`src/rtl/imem_loader_if.sv`:
```
// Host/CPU-facing bundle of the instruction store: byte-serial load handshake,
// status flags and the combinational fetch read port.
`timescale 1ns/1ps
interface imem_loader_if #(parameter int ADDR_W = 4);
  logic              load_en;
  logic [7:0]        byte_in;
  logic              byte_valid;
  logic              byte_ready;
  logic [ADDR_W-1:0] rd_addr;
  logic [15:0]       rd_data;
  logic              cpu_hold;
  logic              done;
  logic              err;

  modport master (
    output load_en, byte_in, byte_valid, rd_addr,
    input  byte_ready, rd_data, cpu_hold, done, err
  );

  modport slave (
    input  load_en, byte_in, byte_valid, rd_addr,
    output byte_ready, rd_data, cpu_hold, done, err
  );
endinterface

```
`src/rtl/imem_loader.sv`:
```
// Writable instruction store filled by a byte-serial loader: header (last index),
// hi/lo byte pairs, then an XOR checksum. CPU is held in reset during a session.
`timescale 1ns/1ps
module imem_loader #(
  parameter int ADDR_W         = 4,
  parameter int TIMEOUT_CYCLES = 1024
) (
  input logic          clk,
  input logic          rst,
  imem_loader_if.slave bus
);
  localparam int DEPTH = 2 ** ADDR_W;
  localparam int TW    = (TIMEOUT_CYCLES > 2) ? $clog2(TIMEOUT_CYCLES) : 1;
  localparam logic [TW-1:0] TMAX = TW'(TIMEOUT_CYCLES - 1);

  typedef enum logic [2:0] {S_IDLE, S_HDR, S_HI, S_LO, S_CSUM, S_DONE, S_ERR} state_t;

  state_t            state, state_n;
  logic [15:0]       mem [DEPTH];
  logic [ADDR_W-1:0] ptr, last;
  logic [7:0]        hi, xr;
  logic [TW-1:0]     tcnt;
  logic              done_q, err_q;
  logic              in_sess, acc, tmo, last_word, csum_ok;

  assign in_sess   = (state == S_HDR) || (state == S_HI) || (state == S_LO) || (state == S_CSUM);
  // Abort outranks accept: a byte offered while load_en drops is ignored.
  assign acc       = in_sess & bus.load_en & bus.byte_valid;
  assign tmo       = in_sess & bus.load_en & ~bus.byte_valid & (tcnt == TMAX);
  assign last_word = (ptr == last);
  assign csum_ok   = (bus.byte_in == xr);

  assign bus.byte_ready = in_sess;
  assign bus.cpu_hold   = in_sess;
  assign bus.done       = done_q;
  assign bus.err        = err_q;
  assign bus.rd_data    = mem[bus.rd_addr];

  always_ff @(posedge clk) begin
    if (rst) state <= S_IDLE;
    else     state <= state_n;
  end

  always_comb begin
    state_n = state;
    case (state)
      S_IDLE: if (bus.load_en) state_n = S_HDR;
      S_HDR, S_HI, S_LO, S_CSUM: begin
        if (!bus.load_en) state_n = S_IDLE;
        else if (acc) begin
          case (state)
            S_HDR:   state_n = S_HI;
            S_HI:    state_n = S_LO;
            S_LO:    state_n = last_word ? S_CSUM : S_HI;
            default: state_n = csum_ok ? S_DONE : S_ERR;
          endcase
        end else if (tmo) state_n = S_ERR;
      end
      S_DONE, S_ERR: if (!bus.load_en) state_n = S_IDLE;
      default: state_n = S_IDLE;
    endcase
  end

  always_ff @(posedge clk) begin
    if (rst) begin
      for (int i = 0; i < DEPTH; i++) mem[i] <= '0;
      ptr    <= '0;
      last   <= '0;
      hi     <= '0;
      xr     <= '0;
      tcnt   <= '0;
      done_q <= 1'b0;
      err_q  <= 1'b0;
    end else begin
      if (state == S_IDLE && bus.load_en) begin
        done_q <= 1'b0;
        err_q  <= 1'b0;
        ptr    <= '0;
        xr     <= '0;
        tcnt   <= '0;
      end
      if (in_sess && !bus.load_en) begin
        err_q <= 1'b1;
      end else if (acc) begin
        tcnt <= '0;
        case (state)
          S_HDR: begin
            last <= bus.byte_in[ADDR_W-1:0];
            xr   <= bus.byte_in;
          end
          S_HI: begin
            hi <= bus.byte_in;
            xr <= xr ^ bus.byte_in;
          end
          S_LO: begin
            mem[ptr] <= {hi, bus.byte_in};
            xr       <= xr ^ bus.byte_in;
            if (!last_word) ptr <= ptr + ADDR_W'(1);
          end
          default: begin
            if (csum_ok) done_q <= 1'b1;
            else         err_q  <= 1'b1;
          end
        endcase
      end else if (in_sess) begin
        if (tcnt == TMAX) err_q <= 1'b1;
        else              tcnt  <= tcnt + TW'(1);
      end
    end
  end
endmodule

```
`src/flat_wrapper.sv`:
```
// flat-port wrapper written by rule: the top's interface ports become plain ports
module imem_loader_flat 
#(
  parameter int ADDR_W         = 4,
  parameter int TIMEOUT_CYCLES = 1024
)
  (clk, rst, bus_load_en, bus_byte_in, bus_byte_valid, bus_rd_addr, bus_byte_ready, bus_rd_data, bus_cpu_hold, bus_done, bus_err);
  imem_loader_if #(.ADDR_W(ADDR_W)) bus_i ();
  input logic clk;
  input logic rst;
  input wire logic [$bits(bus_i.load_en)-1:0] bus_load_en;
  input wire logic [$bits(bus_i.byte_in)-1:0] bus_byte_in;
  input wire logic [$bits(bus_i.byte_valid)-1:0] bus_byte_valid;
  input wire logic [$bits(bus_i.rd_addr)-1:0] bus_rd_addr;
  output wire logic [$bits(bus_i.byte_ready)-1:0] bus_byte_ready;
  output wire logic [$bits(bus_i.rd_data)-1:0] bus_rd_data;
  output wire logic [$bits(bus_i.cpu_hold)-1:0] bus_cpu_hold;
  output wire logic [$bits(bus_i.done)-1:0] bus_done;
  output wire logic [$bits(bus_i.err)-1:0] bus_err;
  assign bus_i.load_en = bus_load_en;
  assign bus_i.byte_in = bus_byte_in;
  assign bus_i.byte_valid = bus_byte_valid;
  assign bus_i.rd_addr = bus_rd_addr;
  assign bus_byte_ready = bus_i.byte_ready;
  assign bus_rd_data = bus_i.rd_data;
  assign bus_cpu_hold = bus_i.cpu_hold;
  assign bus_done = bus_i.done;
  assign bus_err = bus_i.err;
  imem_loader #(.ADDR_W(ADDR_W), .TIMEOUT_CYCLES(TIMEOUT_CYCLES)) u_core (.clk(clk), .rst(rst), .bus(bus_i));
endmodule
```
`config.mk`:
```
export PLATFORM = sky130hd
export DESIGN_NAME = imem_loader_flat
export DESIGN_NICKNAME = d
export VERILOG_FILES = /design/src/rtl/imem_loader_if.sv /design/src/rtl/imem_loader.sv /design/src/flat_wrapper.sv
export SDC_FILE = /design/constraint.sdc
export NUM_CORES = 1
export LEC_CHECK = 0
export CORE_UTILIZATION = 35
export DETAILED_ROUTE_END_ITERATION = 10
export PLACE_DENSITY = 0.62
export SETUP_SLACK_MARGIN = 0.15
export SLEW_MARGIN = 10
export SYNTH_ARGS = -nofsm -noshare
export SYNTH_HDL_FRONTEND = slang
export SYNTH_SLANG_ARGS = --single-unit
```
`constraint.sdc`:
```
create_clock -name clk -period 2.9 [get_ports clk]
set_input_delay 0.29 -clock clk [delete_from_list [all_inputs] [get_ports clk]]
set_output_delay 0.29 -clock clk [all_outputs]
set_load 0.005 [all_outputs]
```
* After elaboration in Yosys (flattened, before gate mapping)
Memories as Yosys holds them, arrays and structs flattened.
Cells that the tools add are included.
** Word-level totals
- Logic and storage cells :: 90
- Input bits :: 16
- Bits in registers :: 39
- Output and inout bits :: 20
- Bits in writable memories :: 256
- Memories :: 1
** Memories
- u_core.mem :: depth 16, width 16, read ports 1, clocked after Yosys merged registers in 0, wr ports 16, RTL line imem_loader.sv:19 : logic [15:0] mem [DEPTH];
** Cells by class
- Muxes and demuxes :: 45
- Reduce and logical (&&, ||, !) cells :: 15
- $add $sub $neg :: 2
- Bitwise logic cells :: 7
- Equality and inequality tests :: 12
** Operators by type and width (count)
- 10-bit 2-to-1 mux :: 5
- 4-bit 2-to-1 mux :: 6
- 8-bit 2-to-1 mux :: 3
- 1-bit 2-to-1 mux :: 20
- 3-bit 2-to-1 mux :: 6
- 3-bit case mux with 3 select lines :: 2
- 16-bit 2-to-1 mux :: 1
- 8-bit case mux with 2 select lines :: 1
- 16-bit OR reduction :: 1
- 10-bit by 1-bit adder with 10-bit output (second input constant) :: 1
- 10-bit equality test (second input constant) :: 1
- 3-bit equality test (second input constant) :: 3
- 3-bit AND reduction :: 3
- 8-bit equality test :: 1
- 8-bit XOR :: 1
- 3-bit by 2-bit equality test with 1-bit output (second input constant) :: 2
- 4-bit by 1-bit adder with 4-bit output (second input constant) :: 1
- 1-bit bitwise AND :: 4
- 4-bit equality test :: 1
- 2-bit inequality test (second input constant) :: 2
- 4-bit by 2-bit inequality test with 1-bit output (second input constant) :: 1
- 2-bit OR reduction :: 2
- 4-bit OR reduction :: 1
- 3-bit by 1-bit equality test with 1-bit output (second input constant) :: 1
- other kinds (7) :: 11

* Depth between registers and ports, before layout
Gate-level depths: netlist of run 1.
- Word-level depth :: 12
- Gate-level depth with buffers :: 7
- Depth with buffers taken out :: 6

* Worst setup path before layout of run 1
OpenSTA, ideal clock, no wires.
- Kind :: in2out
- Start :: input bus_rd_addr[0]
- End :: output bus_rd_data[0]
- Buffers on the path :: 2
- Data required time :: 2610 ps
- Stages :: 4
- Data arrival time :: 1796 ps
- Slack :: 814 ps
- Path through :: buf_2 buf_2 mux4_2 mux4_2
** On the way
- Longest elaborated chain between the ends :: 1
** Ends and longest elaborated chain
- start, declared :: RTL line flat_wrapper.sv:14 : input wire logic [$bits(bus_i.rd_addr)-1:0] bus_rd_addr;
- memory 16 x 16 bit
- end, declared :: RTL line flat_wrapper.sv:16 : output wire logic [$bits(bus_i.rd_data)-1:0] bus_rd_data;
No other way between the ends.

* Worst setup path in the final report of run 1
- Start :: memory u_core.mem[11][8]
- End :: output bus_rd_data[8]
** On the way
- Longest elaborated chain between the ends :: 1
** Ends and longest elaborated chain (RTL line)
- start, declared :: imem_loader.sv:19
- memory 16 x 16 bit
No other way between the ends.

==> results.yml, run 1 <==
place:
  port_buffers: 35
  hpwlAfterDp_um: 21200
  gp_congestion: 0.782
  placed_cells: 1491
timing:
  slew_viol_final: 0
  min_period_ns: 2.69
  period_share_pct: 92.9
  fmax_mhz: 371
  hold_viol_final: 0
  final-setup-viol-count: 0
  tightest_slew_ns: 0.699
  skew_ns: 0.00792
  relSlewSlack_pct: 53.0
  tns_ns: 0
  rsz0062_at_grt: "no"
routing:
  drt_iter0_markers: 669
  vias_per_cell: 5.24
  firstDrtPassIters: 5
  via_count: 8121
  drc_errors: 0
  postRouteAntennaNets: 0
  wl_per_cell_um: 22.6
  drt-total-wl_um: 35000
global_routing:
  grt.total_usage_pct: 17.5
  grt_pass1_vias: 8294
  grt_antenna_before_repair: 1
  grt_pass1_wl_um: 52500
  grt_start_max_net_pins: 52
  overflow: 0
setup_path:
  startpoint: "u_core.mem[11][8]"
  crit_type: "reg -> out"
  cp_data_required_time_ns: 2.61
  path_max_fanout: 1
  startpoint_type: "flip-flop"
  worstPathArrival_ns: 2.40
  worstReg2RegStart: "u_core.tcnt[0]"
  end_kind: "output pin"
cts:
  clkSinkCount: 295
  clock_latency_ns: 0.57
  cts_tree: "built"
  clockRootBuffer: "clkbuf_16"
  clk_pin_slew_ns: 0.06
  htree_levels: 1
  cts.path.max_buffers: 3
  cts_buffers: 31
  post_cts_buffers: 0
logic_synthesis:
  synth_flop_cell: "edfxtp_1"
  synth.distinct_cells: 61
  yosysSeqAreaShare_pct: 60.8
  postSynthAreaPerCell_um2: 14.6
  syn-num-nets: 977
  synth_compound_area_share_pct: 4.05
  synth_edf_count: 256
  synthAdderAreaFrac_pct: 0.449
  synth-xor-area-share_pct: 0.880
  synth_top_family_by_area: "simple AND/OR/NAND/NOR gates"
  syn_area_um2: 13900
  muxShareOfSynthArea_pct: 13.3
  netlist_instances: 956
  synth-simple-area-share_pct: 17.7
  ys_ff_latch: 295
  synth_async_sr_flop_share_pct: 0
  yosysWarnings: 0
power:
  p_leak_nw: 5.74
  peakVddDrop_mv: 0.480
  power_density_nw_per_um2: 612
floorplanning:
  die_area_um2: 40600
  die_w_um: 201
  pin_count: 36
  rows: 72
  die_y_um: 201
  initial_core_util_pct: 35.8
  core-area_um2: 38900
job:
  cap_violations: 0
min_path:
  holdCritStartpoint: "rst"
  hold_class: "in -> reg"
finish:
  drive_gt1_share_pct: 22.7
  nets: 1027
  stdcell_count: 1549
  area_delta_synth_final_pct: 16.2
outcome:
  status: "finished, final reports clean"
Yosys cell counts, types with 9 or more instances:
master    instances  area, um2
clkbuf_1         41        154
nor2_4           12        135
o21ai_0          30        150
buf_2            15       75.1
nor3_1           10       50.1
nand2_1          26       97.6
a21oi_1          17       85.1
edfxtp_1        256       7690
mux4_2           80       1800
nor2_1           25       93.8
dfxtp_1          39        781
a22oi_1           9       67.6
or2_2            16        100
and2_1          257       1610
worst max-delay path, cell delays in order, from the launching register on:
cell and delay (ns):
edfxtp_1 0.38, mux4_2 0.52, mux4_2 0.48, clkdlybuf4s50_1 0.46
cell usage in the layout, fill, tap and decap left out, drive strengths merged, types with 2 or more instances in the layout:
| cell type | Yosys | routed |
|---|---|---|
| edfxtp | 256 | 256 |
| xnor2 | 6 | 6 |
| and3 | 2 | 2 |
| nand4 | 3 | 3 |
| o21a | 3 | 3 |
| clkdlybuf4s50 | 0 | 25 |
| nand2 | 31 | 31 |
| clkbuf | 49 | 40 |
| nor3 | 15 | 15 |
| buf | 26 | 60 |
| inv | 8 | 10 |
| bufinv | 0 | 5 |
| nand3 | 9 | 9 |
| dfxtp | 39 | 39 |
| mux2i | 4 | 4 |
| nor4 | 5 | 5 |
| xor2 | 8 | 8 |
| a21oi | 18 | 18 |
| a31oi | 5 | 5 |
| or3b | 2 | 2 |
| a22oi | 9 | 9 |
| nor3b | 2 | 2 |
| clkinvlp | 0 | 2 |
| or2 | 16 | 16 |
| nor2 | 37 | 37 |
| a22o | 3 | 3 |
| ha | 5 | 5 |
| clkinv | 0 | 7 |
| nand2b | 2 | 2 |
| or4 | 2 | 2 |
| o21ai | 31 | 31 |
| and2 | 257 | 257 |
| diode | 0 | 2 |
| or3 | 4 | 4 |
| dlymetal6s2s | 0 | 6 |
| a31o | 2 | 2 |
| mux4 | 80 | 80 |
registers in the layout, summed over array words and instances (netlist names):
name and cells:
u_core.xr 8, u_core.last 4, u_core.tcnt 10, u_core.state 3, u_core.mem 256, u_core.ptr 4
u_core.hi 8, u_core.bus.err 1, u_core.bus.done 1
power breakdown:
part | switching (mW) | internal, mW
clock network | 1.65 | 2.42
registers | 0.0652 | 4.77
logic | 0.536 | 0.453
metal layers:
metal,routed length [um],vias up,global-route usage (%)
li1,-,3622,-
met5,0,-,0
met1,14700,4160,23.5
met2,17400,280,29.6
met4,684,0,4.25
met3,2240,59,2.59
kinds of logic (layout without fill, tap and decap cells):
group           Yosys count  after routing
mux                      85             85
simple gates            390            390
flops                   295            295
other cells               0              2
compound gates           84             84
xor+xnor                 14             14
buf+inv                  83            156
fa+ha+maj                 5              5
cell type report:
class | count | area, um2
fill | 3554 | 22700
sequential | 295 | 8470
multi-input combinational | 578 | 5070
timing repair buffer | 92 | 917
clock buffer | 40 | 810
tap | 518 | 648
clock inverter | 16 | 226
inverter | 8 | 30.0
antenna | 2 | 5.00
stage by stage:
| stage | util, % | total power, mW | hold WS [ns] | cell area (um2) | setup WS, ns |
|---|---|---|---|---|---|
| 6_report | 41.6 | 9.90 | 0.337 | 16200 | 0.207 |
| 5_1_grt | 41.6 | 10.2 | 0.361 | 16200 | 0.151 |
| 4_1_cts | 41.5 | 9.97 | 0.319 | 16200 | 0.151 |
| 3_5_place_dp | 38.9 | 5.93 | 0.456 | 15100 | 0.334 |
| 3_3_place_gp | 38.9 | 5.91 | 0.455 | 15100 | 0.336 |
| 2_1_floorplan | - | 5.53 | 0.450 | 13900 | 0.814 |
worst paths after layout:
kind,end,slack [ns],cells after the start
worst max-delay path,bus_rd_data[8],0.21,3
worst min-delay path,u_core.last[0],0.34,3
worst max register to register,u_core.tcnt[7],0.85,6
worst min register to register,u_core.bus.done,0.47,2
repair_timing:
| action | 4_1_cts | 5_1_grt |
|---|---|---|
| gates cloned | 0 | 0 |
| endpoints found under the setup margin | 1 | 6 |
| hold buffers | 0 | 0 |
| gates resized for setup | 1 | 6 |
No activity file was read; power rests on OpenSTA's default activity.
==> run 2: changes to the inputs <==
DONT_BUFFER_PORTS = 1   (was unset)
PLACE_DENSITY = 0.61   (was 0.62)
REMOVE_ABC_BUFFERS = 1   (was unset)
==> run 2 against run 1 <==
- sequential power about the same
- die area unchanged
- critical path depth increased by 2
- maximum frequency increased by 7.4%
- global-route usage decreased by 1.0 points
- clock power increased by 2%
- largest power group unchanged
==> results.yml, run 2 (synthesis gave the netlist of run 1 again) <==
setup_path:
  cp_data_required_time_ns: 3.14
  r2r_end: "u_core.mem[8][11]"
  crit_path_end: "u_core.mem[8][11]"
  path_max_fanout: 17
  path_cells: "nand4b_4, nor3_4, nand2_4, nor2_4, or2_2"
  startpoint_type: "flip-flop"
  rrSetupSlack_ns: 0.39
  slowest_stage: "dfxtp_1"
  worstPathArrival_ns: 2.75
  end_kind: "flip-flop"
  startpoint: "u_core.state[1]"
  crit_cells: 5
  crit_family: "simple AND/OR/NAND/NOR gates"
  max_stage_delay_ns: 0.65
  worstReg2RegStart: "u_core.state[1]"
  ff2ff_path_depth: 5
  crit_type: "reg -> reg"
  crit_buf_inv: 0
place:
  port_buffers: 0
  hpwlAfterDp_um: 20700
  gp_congestion: 0.798
cts:
  htree_levels: 1
  clkSinkCount: 295
  cts.path.max_buffers: 3
  clock_latency_ns: 0.58
  clk_pin_slew_ns: 0.06
  cts_resized: 0
  cts_buffers: 31
  cts_tree: "built"
  post_cts_buffers: 0
  clockRootBuffer: "clkbuf_16"
floorplanning:
  die_area_um2: 40600
  die_w_um: 201
  initial_core_util_pct: 35.8
  die_y_um: 201
  core-area_um2: 38900
  pin_count: 36
  rows: 72
finish:
  largest_reg_flops: 256
  fill_cells: 3556
  drive_gt1_share_pct: 20.3
  layout_commonest_cell: "and2_1"
  nets: 961
  regMostFlops: "u_core.mem"
  area_delta_synth_final_pct: 11.5
  final_cell_mix: "and2_1, edfxtp_1, mux4_2"
  reg.largest.list: "u_core.mem x256, u_core.tcnt x10"
timing:
  fmax_mhz: 399
  relSlewSlack_pct: 28.2
  tightest_slew_ns: 1.07
  tns_ns: 0
  period_share_pct: 86.5
  hold_viol_final: 0
  slew_viol_final: 0
  final-setup-viol-count: 0
  rsz0062_at_grt: "no"
  skew_ns: 0.0261
  min_period_ns: 2.51
global_routing:
  grt.total_usage_pct: 16.5
  overflow: 0
  grt_pass1_wl_um: 49400
  grt_start_max_net_pins: 65
  grt_pass1_vias: 7317
  grt_antenna_before_repair: 3
min_path:
  worstHoldPathCells: 2
  hold_class: "in -> reg"
routing:
  via_count: 7638
  vias_per_cell: 5.15
  wl_per_cell_um: 22.4
  drt-total-wl_um: 33200
  drc_errors: 0
  firstDrtPassIters: 5
  drt_iter0_markers: 573
  postRouteAntennaNets: 0
power:
  peakVddDrop_mv: 0.423
  design_power_total_mw: 9.80
  p_leak_nw: 5.36
  power_density_nw_per_um2: 631
outcome:
  status: "finished, final reports clean"
job:
  cap_violations: 0
run 2: metal layers:
layer,wire (um),vias to the layer above,GRT usage (%)
li1,-,3496,-
met5,27,-,0
met4,635,4,3.38
met3,2370,47,3.76
met2,15000,239,25.0
met1,15200,3852,24.0
run 2: cell type report:
type	instances	area, um2	share of cell area, %
Sequential cell	295	8470	54.5
Multi-Input combinational cell	578	5070	32.7
Clock inverter	23	267	1.72
Inverter	8	30.0	0.193
Tap cell	518	648	4.17
Antenna cell	1	2.50	0.0161
Clock buffer	35	811	5.22
Timing Repair Buffer	26	235	1.51
run 2: where the power goes:
part	switching, mW	leakage, nW	internal [mW]
combinational	0.456	1.97	0.331
sequential	0.0830	2.86	4.77
clock	1.69	0.525	2.47
run 2: worst min-delay path by stage:
| stage | startpoint | to | slack (ns) |
|---|---|---|---|
| 2_1_floorplan | rst | u_core.ptr[2] | 0.35 |
| 6_report | bus_load_en | u_core.tcnt[6] | 0.04 |
| 4_1_cts | rst | u_core.tcnt[6] | 0.007 |
| 3_5_place_dp | rst | u_core.ptr[2] | 0.37 |
| 5_1_grt | bus_load_en | u_core.tcnt[6] | 0.04 |
| 3_3_place_gp | rst | u_core.ptr[2] | 0.37 |
run 2: through the flow:
step,area [um2],utilization [%],worst slack (ns),std cells,hold slack [ns]
2_1_floorplan,13600,-,0.500,881,0.355
4_1_cts,15500,39.9,0.398,1483,0.00743
3_5_place_dp,14300,36.8,0.382,1413,0.370
6_report,15500,39.9,0.392,1484,0.0380
5_1_grt,15500,39.9,0.226,1483,0.0374
3_3_place_gp,14300,36.8,0.477,1413,0.369
run 2: timing repair:
action | 4_1_cts | 5_1_grt
endpoints found under the hold margin | 162 | 0
setup endpoints to repair | 0 | 0
hold buffers | 12 | 0
